<file path="config.mk">
export PLATFORM = sky130hd
export DESIGN_NAME = axi_write_queue
export DESIGN_NICKNAME = d
export VERILOG_FILES = /design/src/rtl/axi_write_queue_pkg.sv /design/src/rtl/axi_wq_fifo.sv /design/src/rtl/axi_write_queue.sv
export SDC_FILE = /design/constraint.sdc
export NUM_CORES = 1
export LEC_CHECK = 0
export CAP_MARGIN = 20
export CORE_MARGIN = 2
export CORE_UTILIZATION = 25
export CTS_CLUSTER_SIZE = 25
export DETAILED_ROUTE_END_ITERATION = 7
export PLACE_DENSITY_LB_ADDON = 0.2
export SLEW_MARGIN = 20
export SYNTH_ARGS = -nofsm -noshare
export SYNTH_HDL_FRONTEND = slang
export SYNTH_HIERARCHICAL = 1
export SYNTH_SLANG_ARGS = --single-unit
</file>
<file path="constraint.sdc">
create_clock -name clk -period 7 [get_ports clk]
set_input_delay 0.7 -clock clk [delete_from_list [all_inputs] [get_ports clk]]
set_output_delay 0.7 -clock clk [all_outputs]
set_load 0.02 [all_outputs]
</file>
<file path="src/rtl/axi_write_queue_pkg.sv">
// ----------------------------------------------------------------------------
// axi_write_queue_pkg
// Shared types for the AXI-lite write queue: FSM state encoding, the default
// queue entry layout and the pointer-width helper used by the FIFO and top.
// ----------------------------------------------------------------------------
package axi_write_queue_pkg;

    typedef enum logic [1:0] {
        IDLE = 2'd0,
        REQ  = 2'd1,
        GAP  = 2'd2
    } wq_state_t;

    localparam int WQ_ADDR_W = 32;
    localparam int WQ_DATA_W = 32;

    // Default entry layout; the top re-declares it with its own widths.
    typedef struct packed {
        logic [WQ_ADDR_W-1:0] adress;
        logic [WQ_DATA_W-1:0] data;
    } wq_entry_t;

    // Pointers carry one extra wrap bit so full and empty are distinguishable.
    function automatic int wq_ptr_w(input int depth);
        return $clog2(depth) + 1;
    endfunction

endpackage

</file>
<file path="src/rtl/axi_wq_fifo.sv">
// ----------------------------------------------------------------------------
// axi_wq_fifo
// Synchronous DEPTH-entry FIFO of queue entries with push/pop/clear.
// Ports:
//   clk, rst        clock, synchronous active-high reset
//   push, push_entry write an entry (ignored when full or clearing)
//   pop             drop the head entry (ignored when empty)
//   clear           empty the FIFO; overrides push and pop
//   head            entry at the read pointer
//   full, empty     occupancy flags from registered pointers
//   count           number of stored entries
// ----------------------------------------------------------------------------
module axi_wq_fifo
    import axi_write_queue_pkg::*;
#(
    parameter int  DEPTH   = 4,
    parameter type entry_t = wq_entry_t
) (
    input  logic                        clk,
    input  logic                        rst,
    input  logic                        push,
    input  entry_t                      push_entry,
    input  logic                        pop,
    input  logic                        clear,
    output entry_t                      head,
    output logic                        full,
    output logic                        empty,
    output logic [wq_ptr_w(DEPTH)-1:0]  count
);

    localparam int PW = wq_ptr_w(DEPTH);

    entry_t          mem [DEPTH];
    logic [PW-1:0]   wptr;
    logic [PW-1:0]   rptr;
    logic            push_ok;
    logic            pop_ok;

    assign full    = (wptr[PW-1] != rptr[PW-1]) && (wptr[PW-2:0] == rptr[PW-2:0]);
    assign empty   = (wptr == rptr);
    assign count   = wptr - rptr;
    assign push_ok = push && !full && !clear;
    assign pop_ok  = pop && !empty && !clear;
    assign head    = mem[rptr[PW-2:0]];

    always_ff @(posedge clk) begin
        if (rst || clear) begin
            wptr <= '0;
            rptr <= '0;
        end else begin
            if (push_ok) wptr <= wptr + PW'(1);
            if (pop_ok)  rptr <= rptr + PW'(1);
        end
    end

    always_ff @(posedge clk) begin
        if (push_ok) mem[wptr[PW-2:0]] <= push_entry;
    end

endmodule

</file>
<file path="src/rtl/axi_write_queue.sv">
// ----------------------------------------------------------------------------
// axi_write_queue
// Buffered write-request source for the low-priority arbiter port. Entries
// are queued and offered one at a time on a req/ack handshake, in push order,
// with one idle cycle between requests.
//
//   state | meaning
//   IDLE  | no request; waits for a queued entry and no pending flush
//   REQ   | head entry offered, held stable until wr_ack_i
//   GAP   | one-cycle request gap after an accepted write
//
// Ports:
//   clk, rst                      clock, synchronous active-high reset
//   push_valid_i / push_ready_i   producer handshake (ready = not full)
//   push_adress_i, push_data_i    entry to queue
//   wr_adress_o, wr_data_o        head entry while requesting, else 0
//   wr_req_o, wr_ack_i            arbiter handshake
//   flush_i                       discard queued entries
//   clear_err_i                   clear sticky error flags
//   count_o, empty_o              occupancy
//   overflow_o, spurious_ack_o    sticky error flags
// ----------------------------------------------------------------------------
module axi_write_queue
    import axi_write_queue_pkg::*;
#(
    parameter int DEPTH  = 4,
    parameter int ADDR_W = 32,
    parameter int DATA_W = 32
) (
    input  logic                    clk,
    input  logic                    rst,
    input  logic                    push_valid_i,
    output logic                    push_ready_i,
    input  logic [ADDR_W-1:0]       push_adress_i,
    input  logic [DATA_W-1:0]       push_data_i,
    output logic [ADDR_W-1:0]       wr_adress_o,
    output logic [DATA_W-1:0]       wr_data_o,
    output logic                    wr_req_o,
    input  logic                    wr_ack_i,
    input  logic                    flush_i,
    input  logic                    clear_err_i,
    output logic [$clog2(DEPTH):0]  count_o,
    output logic                    empty_o,
    output logic                    overflow_o,
    output logic                    spurious_ack_o
);

    typedef struct packed {
        logic [ADDR_W-1:0] adress;
        logic [DATA_W-1:0] data;
    } entry_t;

    wq_state_t  state;
    wq_state_t  state_next;
    entry_t     push_entry;
    entry_t     head;
    logic       fifo_full;
    logic       fifo_empty;
    logic       in_req;
    logic       ack_pop;
    logic       flush_pend;
    logic       flush_exec;
    logic       push_en;

    assign in_req     = (state == REQ);
    assign ack_pop    = in_req && wr_ack_i;
    // A flush outside REQ acts immediately; inside REQ it waits for the ack
    // so the arbiter never sees a request withdrawn.
    assign flush_exec = (flush_i && !in_req) || (ack_pop && (flush_pend || flush_i));
    assign push_en    = push_valid_i && !fifo_full && !flush_exec;
    assign push_entry = '{adress: push_adress_i, data: push_data_i};

    assign push_ready_i = !fifo_full;
    assign empty_o      = fifo_empty;

    axi_wq_fifo #(
        .DEPTH   (DEPTH),
        .entry_t (entry_t)
    ) u_fifo (
        .clk        (clk),
        .rst        (rst),
        .push       (push_en),
        .push_entry (push_entry),
        .pop        (ack_pop),
        .clear      (flush_exec),
        .head       (head),
        .full       (fifo_full),
        .empty      (fifo_empty),
        .count      (count_o)
    );

    always_ff @(posedge clk) begin
        if (rst) state <= IDLE;
        else     state <= state_next;
    end

    always_comb begin
        state_next = state;
        case (state)
            IDLE: begin
                if (!flush_i && !fifo_empty && !flush_pend) state_next = REQ;
            end
            REQ: begin
                if (wr_ack_i) state_next = GAP;
            end
            GAP: begin
                if (!flush_i && !fifo_empty && !flush_pend) state_next = REQ;
                else                                        state_next = IDLE;
            end
            default: state_next = IDLE;
        endcase
    end

    always_comb begin
        wr_req_o    = 1'b0;
        wr_adress_o = '0;
        wr_data_o   = '0;
        if (state == REQ) begin
            wr_req_o    = 1'b1;
            wr_adress_o = head.adress;
            wr_data_o   = head.data;
        end
    end

    always_ff @(posedge clk) begin
        if (rst)                  flush_pend <= 1'b0;
        else if (flush_exec)      flush_pend <= 1'b0;
        else if (flush_i && in_req) flush_pend <= 1'b1;
    end

    // Set has priority over clear so a same-cycle event is never lost.
    always_ff @(posedge clk) begin
        if (rst) begin
            overflow_o     <= 1'b0;
            spurious_ack_o <= 1'b0;
        end else begin
            if (push_valid_i && fifo_full) overflow_o <= 1'b1;
            else if (clear_err_i)          overflow_o <= 1'b0;
            if (wr_ack_i && !in_req)       spurious_ack_o <= 1'b1;
            else if (clear_err_i)          spurious_ack_o <= 1'b0;
        end
    end

endmodule

</file>
# After elaboration in Yosys (flattened, before gate mapping)

Memories as Yosys holds them, arrays and structs flattened. A register that Yosys moved wholly into a read port is not among the register bits.
Index checks and enable logic that the tools add are counted.
Widths: inputs -> output; s select.

Logic and storage cells: 60
Memories: 1
Register bits: 11
Bits in writable memories: 256

Memory list:

| name       | depth | bits a word | read ports | clocked after Yosys merged registers in | write ports | RTL line          | source |
|---|---|---|---|---|---|---|---|
| u_fifo.mem | 4     | 64          | 1          | 1                                       | 1           | axi_wq_fifo.sv:33 | `entry_t mem [DEPTH];` |

Equality and inequality tests: 7
Add/sub/neg operators: 3
Mux-type cells: 14
Reduce and logical (&&, ||, !) cells: 29

Operators by type and width:

| operator            | count |
|---|---|
| $mux 32             | 2 |
| $logic_and 1x1->1   | 15 |
| $mux 2              | 4 |
| $mux 1              | 7 |
| $add 3x1->3 const B | 2 |
| $logic_not 1->1     | 6 |
| $pmux 2 s3          | 1 |
| $ne 2x2->1 const B  | 2 |
| $reduce_bool 2->1   | 2 |
| $eq 3x3->1          | 1 |
| $logic_or 1x1->1    | 3 |
| $sub 3x3->3         | 1 |
| $eq 2x1->1 const B  | 1 |
| $eq 2x2->1          | 1 |
| $eq 2x2->1 const B  | 1 |
| $logic_not 2->1     | 1 |
| $reduce_and 2->1    | 1 |
| $reduce_or 2->1     | 1 |
| $ne 1x1->1          | 1 |

# Depth between registers and ports, before layout

Gate-level depths: netlist (run 1).

Word-level depth: 10
Mapped depth: 8
Depth with buffers taken out: 8

# Cells and area by module

The synthesis (run 1) kept the hierarchy.

Modules (own cells, without submodules):

| module          | cells an instance | instances | area an instance (um2) | sequential area each (um2) |
|---|---|---|---|---|
| axi_wq_fifo     | 394               | 1         | 9,804.4                | 7,847.5 |
| axi_write_queue | 95                | 1         | 664.4                  | 100.1 |

# Worst setup path after synthesis (run 1)

Ideal clock, no wire load.

Kind: flip-flop to flip-flop
From: register u_fifo.wptr[0]
To: memory u_fifo/mem[1][0] (netlist bit), enable pin
Clock period less this slack: 6.876 ns
Path slack: 0.124 ns
Buffers on the path: 0
Cell stages (with the launch flop): 8
Arrival: 6.298 ns
Cell sequence: dfxtp_1 > inv_1 > ha_1 > nand2_1 > nor2_1 > nor3b_1 > o21ai_4 > nor3b_1

Cells in the longest elaborated chain, start to end: 9

Ends and longest elaborated chain:

| item                            | RTL line              | source |
|---|---|---|
| from (decl)                     | axi_wq_fifo.sv:34     | `logic [PW-1:0] wptr;` |
| from (signal assigned)          | axi_wq_fifo.sv:51     | `if (push_ok) wptr <= wptr + PW'(1);` |
| $eq 2x2->1                      | axi_wq_fifo.sv:39     | `assign full = (wptr[PW-1] != rptr[PW-1]) && (wptr[PW-2:0] == rptr[PW-2:0]);` |
| $logic_and 1x1->1               | axi_wq_fifo.sv:39     |  |
| named net fifo_full             | axi_write_queue.sv:57 | `logic fifo_full;` |
| $logic_not 1->1                 | axi_write_queue.sv:70 | `assign push_en = push_valid_i && !fifo_full && !flush_exec;` |
| $logic_and 1x1->1 (2 in series) | axi_write_queue.sv:70 |  |
| named net push_en               | axi_write_queue.sv:63 | `logic push_en;` |
| $logic_and 1x1->1 (2 in series) | axi_wq_fifo.sv:42     | `assign push_ok = push && !full && !clear;` |
| $mux 1                          | axi_wq_fifo.sv:57     | `if (push_ok) mem[wptr[PW-2:0]] <= push_entry;` |
| $mux 1 (not written as such)    | axi_wq_fifo.sv:57     |  |
| to (decl)                       | axi_wq_fifo.sv:33     |  |

The timed path passes the listed nets, and every way through them passes these cells.

==> impl_results.md, run 1 <==
- Status: finished, final reports clean
- Max Cap Violations: 0
- CP max FO: 36
- Vias in the first global route: 5778
- Die width: 209 um
- Gr usage total: 10.5%
- Number of detailed-route iterations in the first pass: 4
- Yosys reg bits: 269
- Final net count: approximately 730
- Fmax: 244 MHz
- Final GP Congestion: around 0.71
- # IOs: 142
- Initial Util: between 20% and 30%
- Post-synth EDFFs: ~260
- Ant. Diodes: 0
- Number of distinct library cells after synthesis: 35
- Most frequent cells in the layout: 256 x edfxtp_1, 141 x clkdlybuf4s50_1, 65 x and2_1
- Worst Setup Path Type: reg -> out
- Post-synth top area cell: edfxtp_1
- Ranking of synthesized cells by area: edfxtp_1 73%, mux4_2 14%, and2_1 3.9%
- Least-Margin Pin Slew: 1.09 ns
- FP Rows: 74
- GRT overflow: 0
- Ys flop type: edfxtp_1
- WL/cell: 18.9 um
- Final-report max-slew violation count: 0
- ANT nets after route: 0
- Most common cell after layout, fill and taps aside: edfxtp_1
- Clock network power share: 46.3%
- Clock latency on the worst-skew pair: 0.56 ns
- Post-synth top area share: ~73%
- Combinational share of power: between 3 and 4%
- # hold bufs at CTS: 0
- Final WL: 22.8 mm
- Worst-path clk slew: 0.06 ns
- DRT iter0 DRCs: 256
- Crit end category: output port
- Leakage: 4.20 nW
- Vias per inst: roughly 4.2
- RSZ-0062 raised after global routing: no
- Setup WS pre-CTS: 3.12 ns
- CP required: between 6 and 7 ns
- Fin worst setup slack: 2.90 ns
- DIE AREA: 43500 sq um
- Internal power: between 2 and 3 mW
- Worst path arrival time: approximately 3.4 ns
- Fin Setup TNS: 0 ns
- CTS H-Tree Depth: 1
- Post_cts resized: 0
- Gate count of the mapped netlist: 489
- Post-CTS Setup Bufs: 0
- Peak supply drop: 0.139 mV
- Sequential group share of total power: between 50% and 60%
- DP HPWL: 12.7 mm
- Synthesized area per cell: 21.4 sq um
- Syn nets: 567
- Final setup fails: 0
- Layout area overhead: 29.1%
- Pwr Density: 261 nW/um^2
- Largest net degree at the start of global routing: 66
- Mapped Area: 10500 sq um
- Core area: a little over 40000 sq um
- Cts bufs inserted: 30
- Initial antenna violation count: 1
- Buffers added on ports: 141
- Sw Ratio: 19.7%
- CTS max path bufs: 3
- CTS tree: done
- Net switching power: 0.695 mW
- Synth async-reset ratio: 0%
- DIE HEIGHT: 209 um
- Root Buffer: clkbuf_16
- Max transition margin: 27.5%
- Final hold violations: 0
- Worst Setup Start Kind: flop
- First-pass GRT wire length: approximately 35 mm
- Post-route DRC: 0
- Hold WC Path Type: reg -> reg
- Share of cells above drive strength 1: 20.3%
- Tcrit/Tclk final: 58.6%
- Setup Skew: roughly 0.019 ns
- Clk sink count: 269
- Post-route minimum period: 4.10 ns
- Synthesis Warnings: 6
- DR vias: 5070
- Register area share after synthesis: approximately three quarters
==> critical path: stages, from the launching register on <==
cell and delay [ns]:
dfxtp_4 0.88, buf_4 0.65, mux4_2 0.56, and2_1 0.15, clkdlybuf4s50_1 0.59
==> sequential cells by signal (all words and copies together) (netlist names), named ones only <==
| register | count |
|---|---|
| u_fifo/wptr | 3 |
| state | 2 |
| flush_pend | 1 |
| u_fifo/rptr | 3 |
| overflow_o | 1 |
| spurious_ack_o | 1 |
| u_fifo/mem | 256 |
==> kinds of logic after synthesis <==
logic type | count (synthesis) | share of synthesized area, %
flops | 269 | 75.9
simple gates | 97 | 5.68
fa+ha+maj | 8 | 1.03
mux | 69 | 14.2
xor+xnor | 2 | 0.239
buf+inv | 33 | 1.89
compound gates | 11 | 1.00
==> cells in the mapped netlist, types with 3 or more instances <==
library cell,n
o211ai_1,4
clkbuf_2,6
ha_1,7
nand2_1,9
mux4_2,64
edfxtp_1,256
and2_1,65
inv_1,10
mux2i_1,5
nor3b_1,4
nor2_1,6
dfxtp_1,13
nand4b_1,3
buf_6,7
buf_2,8
==> metal layers <==
metal / vias up / global-route usage [%] / wire [um]
met5: - / 0 / 13
met4: 2 / 2.91 / 375
li1: 2282 / - / -
met1: 2638 / 13.4 / 9970
met2: 115 / 17.7 / 11000
met3: 33 / 2.90 / 1350
==> stage by stage <==
step / hold slack [ns] / util (%) / area, sq um / std cells / power, mW
3_3_place_gp: 0.461 / 30.3 / 12500 / 1147 / 1.93
5_1_grt: 0.530 / 32.9 / 13500 / 1203 / 3.66
3_5_place_dp: 0.486 / 30.3 / 12500 / 1147 / 1.93
2_1_floorplan: 0.472 / - / 10500 / 489 / 1.86
4_1_cts: 0.498 / 32.9 / 13500 / 1203 / 3.58
6_report: 0.486 / 32.9 / 13500 / 1203 / 3.53
==> path summary, 6_finish.rpt <==
check                              startpoint                     endpoint  slack [ns]  cells past startpoint
setup reg to reg  u_fifo/wptr[0]$_SDFFE_PP0P_  u_fifo/mem[3][26]$_DFFE_PP_        3.60                      9
setup / recovery                         flop                wr_data_o[31]        2.90                      4
hold reg to reg       overflow_o$_SDFFE_PP0P_      overflow_o$_SDFFE_PP0P_        0.49                      2
hold / removal        overflow_o$_SDFFE_PP0P_      overflow_o$_SDFFE_PP0P_        0.49                      2
==> power groups by stage <==
stage | logic, mW | clock network (mW) | registers (mW)
2_1_floorplan | 0.0364 | 0 | 1.82
3_3_place_gp | 0.111 | 0 | 1.82
3_5_place_dp | 0.114 | 0 | 1.82
4_1_cts | 0.115 | 1.68 | 1.78
5_1_grt | 0.123 | 1.75 | 1.78
6_report | 0.113 | 1.63 | 1.78
==> cell type report <==
type,count,area [sq um]
repair buffers,148,1470
flip-flops and latches,269,7960
fillers,3962,27600
well taps,532,666
inverters,11,41.3
clock buffers,32,779
multi-input cells,187,2340
clock inverters,24,263
No activity file was read; power rests on OpenSTA's default activity.
==> run 2, diff against run 1 <==
clock period = 4.2 ns   (was 7 ns; I/O delays follow)
==> run 2 against run 1 <==
Effect of this change:
- non-clock buffer count increased by 6
- critical path depth unchanged
- combinational power increased by 73%
- design area increased by 0.68%
- register-to-register slack got worse by 2.5 ns
- critical path type unchanged
- largest power group unchanged
==> impl_results.md, run 2 (same netlist as run 1, synthesis figures left out) <==
- Status: finished, final reports clean
- DR vias: 5170
- Design area: 13600 sq um
- Buffers added on ports: 141
- Hold Path Stages: 2
- Worst r2r path cells: 8
- Pwr Density: 430 nW/um^2
- Worst path arrival time: 3.06 ns
- DP Area: 12500 sq um
- Fillers: 3943
- First-pass GRT wire length: about 35 mm
- Least-Margin Pin Slew: 0.808 ns
- Fmax: 288 MHz
- Worst path top cell family by delay: buffers and inverters
- Worst Path Buf+Inv: 2
- Final WL: 23.2 mm
- CTS max path bufs: 3
- Post-route minimum period: ~3.5 ns
- Final net count: 731
- Share of cells above drive strength 1: 20.7%
- Clock latency on the worst-skew pair: 0.55 ns
- Initial antenna violation count: 1
- Hold path endpoint: overflow_o$_SDFFE_PP0P_
- DRT iter0 DRCs: 205
- Core area: 41100 sq um
- Initial Util: between 20% and 30%
- Tcrit/Tclk final: between 80% and 90%
- Worst Setup Path Type: reg -> out
- Final hold violations: 0
- DIE HEIGHT: 209 um
- Vias per inst: 4.27
- Crit-path slowest cell: dfxtp_4
- Max Cap Violations: 0
- Total Power: approximately 5.9 mW
- RSZ-0062 raised after global routing: no
- Post-route DRC: 0
- Worst path max stage delay: 0.81 ns
- Worst reg2reg setup slack: roughly 1.1 ns
- GRT overflow: 0
- # hold bufs at CTS: 0
- CTS tree: done
- Number of detailed-route iterations in the first pass: 4
- Sequential cell area: 7960 sq um
- Crit end category: output port
- Final Util: 33.1%
- Worst Setup Start Kind: flop
- DP HPWL: between 10 and 15 mm
- CP max FO: 30
- Final-report max-slew violation count: 0
- Post-Place Cells: about 1200
- Leakage: 4.25 nW
- Largest net degree at the start of global routing: 65
- Largest register FFs: 256
- # IOs: 142
- Non-filler cells, final: 1210
- WL/cell: 19.2 um
- Clk sink count: 269
- Worst-path clk slew: 0.06 ns
- R2R Path End: u_fifo/mem[1][35]$_DFFE_PP_
- R2r startpoint: u_fifo/wptr[0]$_SDFFE_PP0P_
- Post_cts resized: 0
- Area occupied by multi-input gates: ~2400 sq um
- Post-CTS Setup Bufs: 0
- Root Buffer: clkbuf_16
- Layout area overhead: 30.0%
- Setup Skew: 0.0135 ns
- Gr usage total: 10.8%
- Vias in the first global route: 5801
- WHS: 0.486 ns
- Peak supply drop: 0.260 mV
- ANT nets after route: 0
- Cts bufs inserted: 30
- Final GP Congestion: 0.695
- CP required: about 3.8 ns
- Max transition margin: 45.9%
- Hold Startpoint: overflow_o$_SDFFE_PP0P_
- DIE AREA: 43500 sq um
- Die width: roughly 210 um
- CP cell instances: buf_4 > mux4_2 > and2_1 > clkdlybuf4s50_1
- Final setup fails: 0
- Hold WC Path Type: reg -> reg
- FP Rows: 74
- CTS H-Tree Depth: 1
- Most common cell after layout, fill and taps aside: edfxtp_1
- Most frequent cells in the layout: 256 x edfxtp_1, 141 x clkdlybuf4s50_1, 65 x and2_1
==> run 2: cell types whose count changed in the layout (fill, tap and decap cells not counted), moves of 2 or more <==
cell / delta
buf_4: +5
clkbuf_1: +4
clkinv_1: -2
nor3b_2: -3
nor3b_4: +3
==> run 2: worst min-delay path, cell delays in order, from the launching register on <==
cell and delay (ns):
dfxtp_1 0.31, nand2b_1 0.07, a21oi_1 0.06
==> run 2: how the worst max path moves through the flow <==
stage	to	cells past startpoint	slack (ns)	startpoint
finish	wr_adress_o[19]	4	0.72	flop
CTS	wr_adress_o[23]	4	0.55	flop
floorplan	u_fifo/mem[1][0]$_DFFE_PP_	7	-0.42	u_fifo/wptr[0]$_SDFFE_PP0P_
global placement	u_fifo/mem[1][30]$_DFFE_PP_	6	0.85	wr_ack_i
global route	wr_adress_o[29]	4	0.48	flop
detailed placement	u_fifo/mem[1][30]$_DFFE_PP_	6	0.83	wr_ack_i
==> run 2: routing by layer <==
layer | vias to the layer above | share of wire [%] | global-route usage [%]
met5 | - | 0 | 0
met4 | 0 | 2.0 | 3.28
met3 | 30 | 5.0 | 2.27
met2 | 120 | 50 | 18.8
met1 | 2717 | 43 | 13.4
li1 | 2303 | - | -
==> run 2: area by class of cell <==
class | instances | share of cell area, %
tap | 532 | 4.89
timing repair buffer | 154 | 11.3
clock buffer | 36 | 5.84
inverter | 11 | 0.303
multi-input combinational | 187 | 17.4
clock inverter | 20 | 1.75
antenna | 1 | 0.0184
sequential | 269 | 58.5
==> run 2: metrics by stage <==
step	TNS [ns]	setup WS, ns
finish	0	0.724
CTS	0	0.554
global route	0	0.477
detailed placement	0	0.827
floorplan	-99.79	-0.416
global placement	0	0.848
==> run 2: where the power goes <==
group          total (mW)  leakage, nW  switching (mW)  internal [mW]
clock network        2.69        0.502            1.04           1.66
registers            2.97         2.42         0.00631           2.96
logic               0.195         1.33          0.0941          0.100
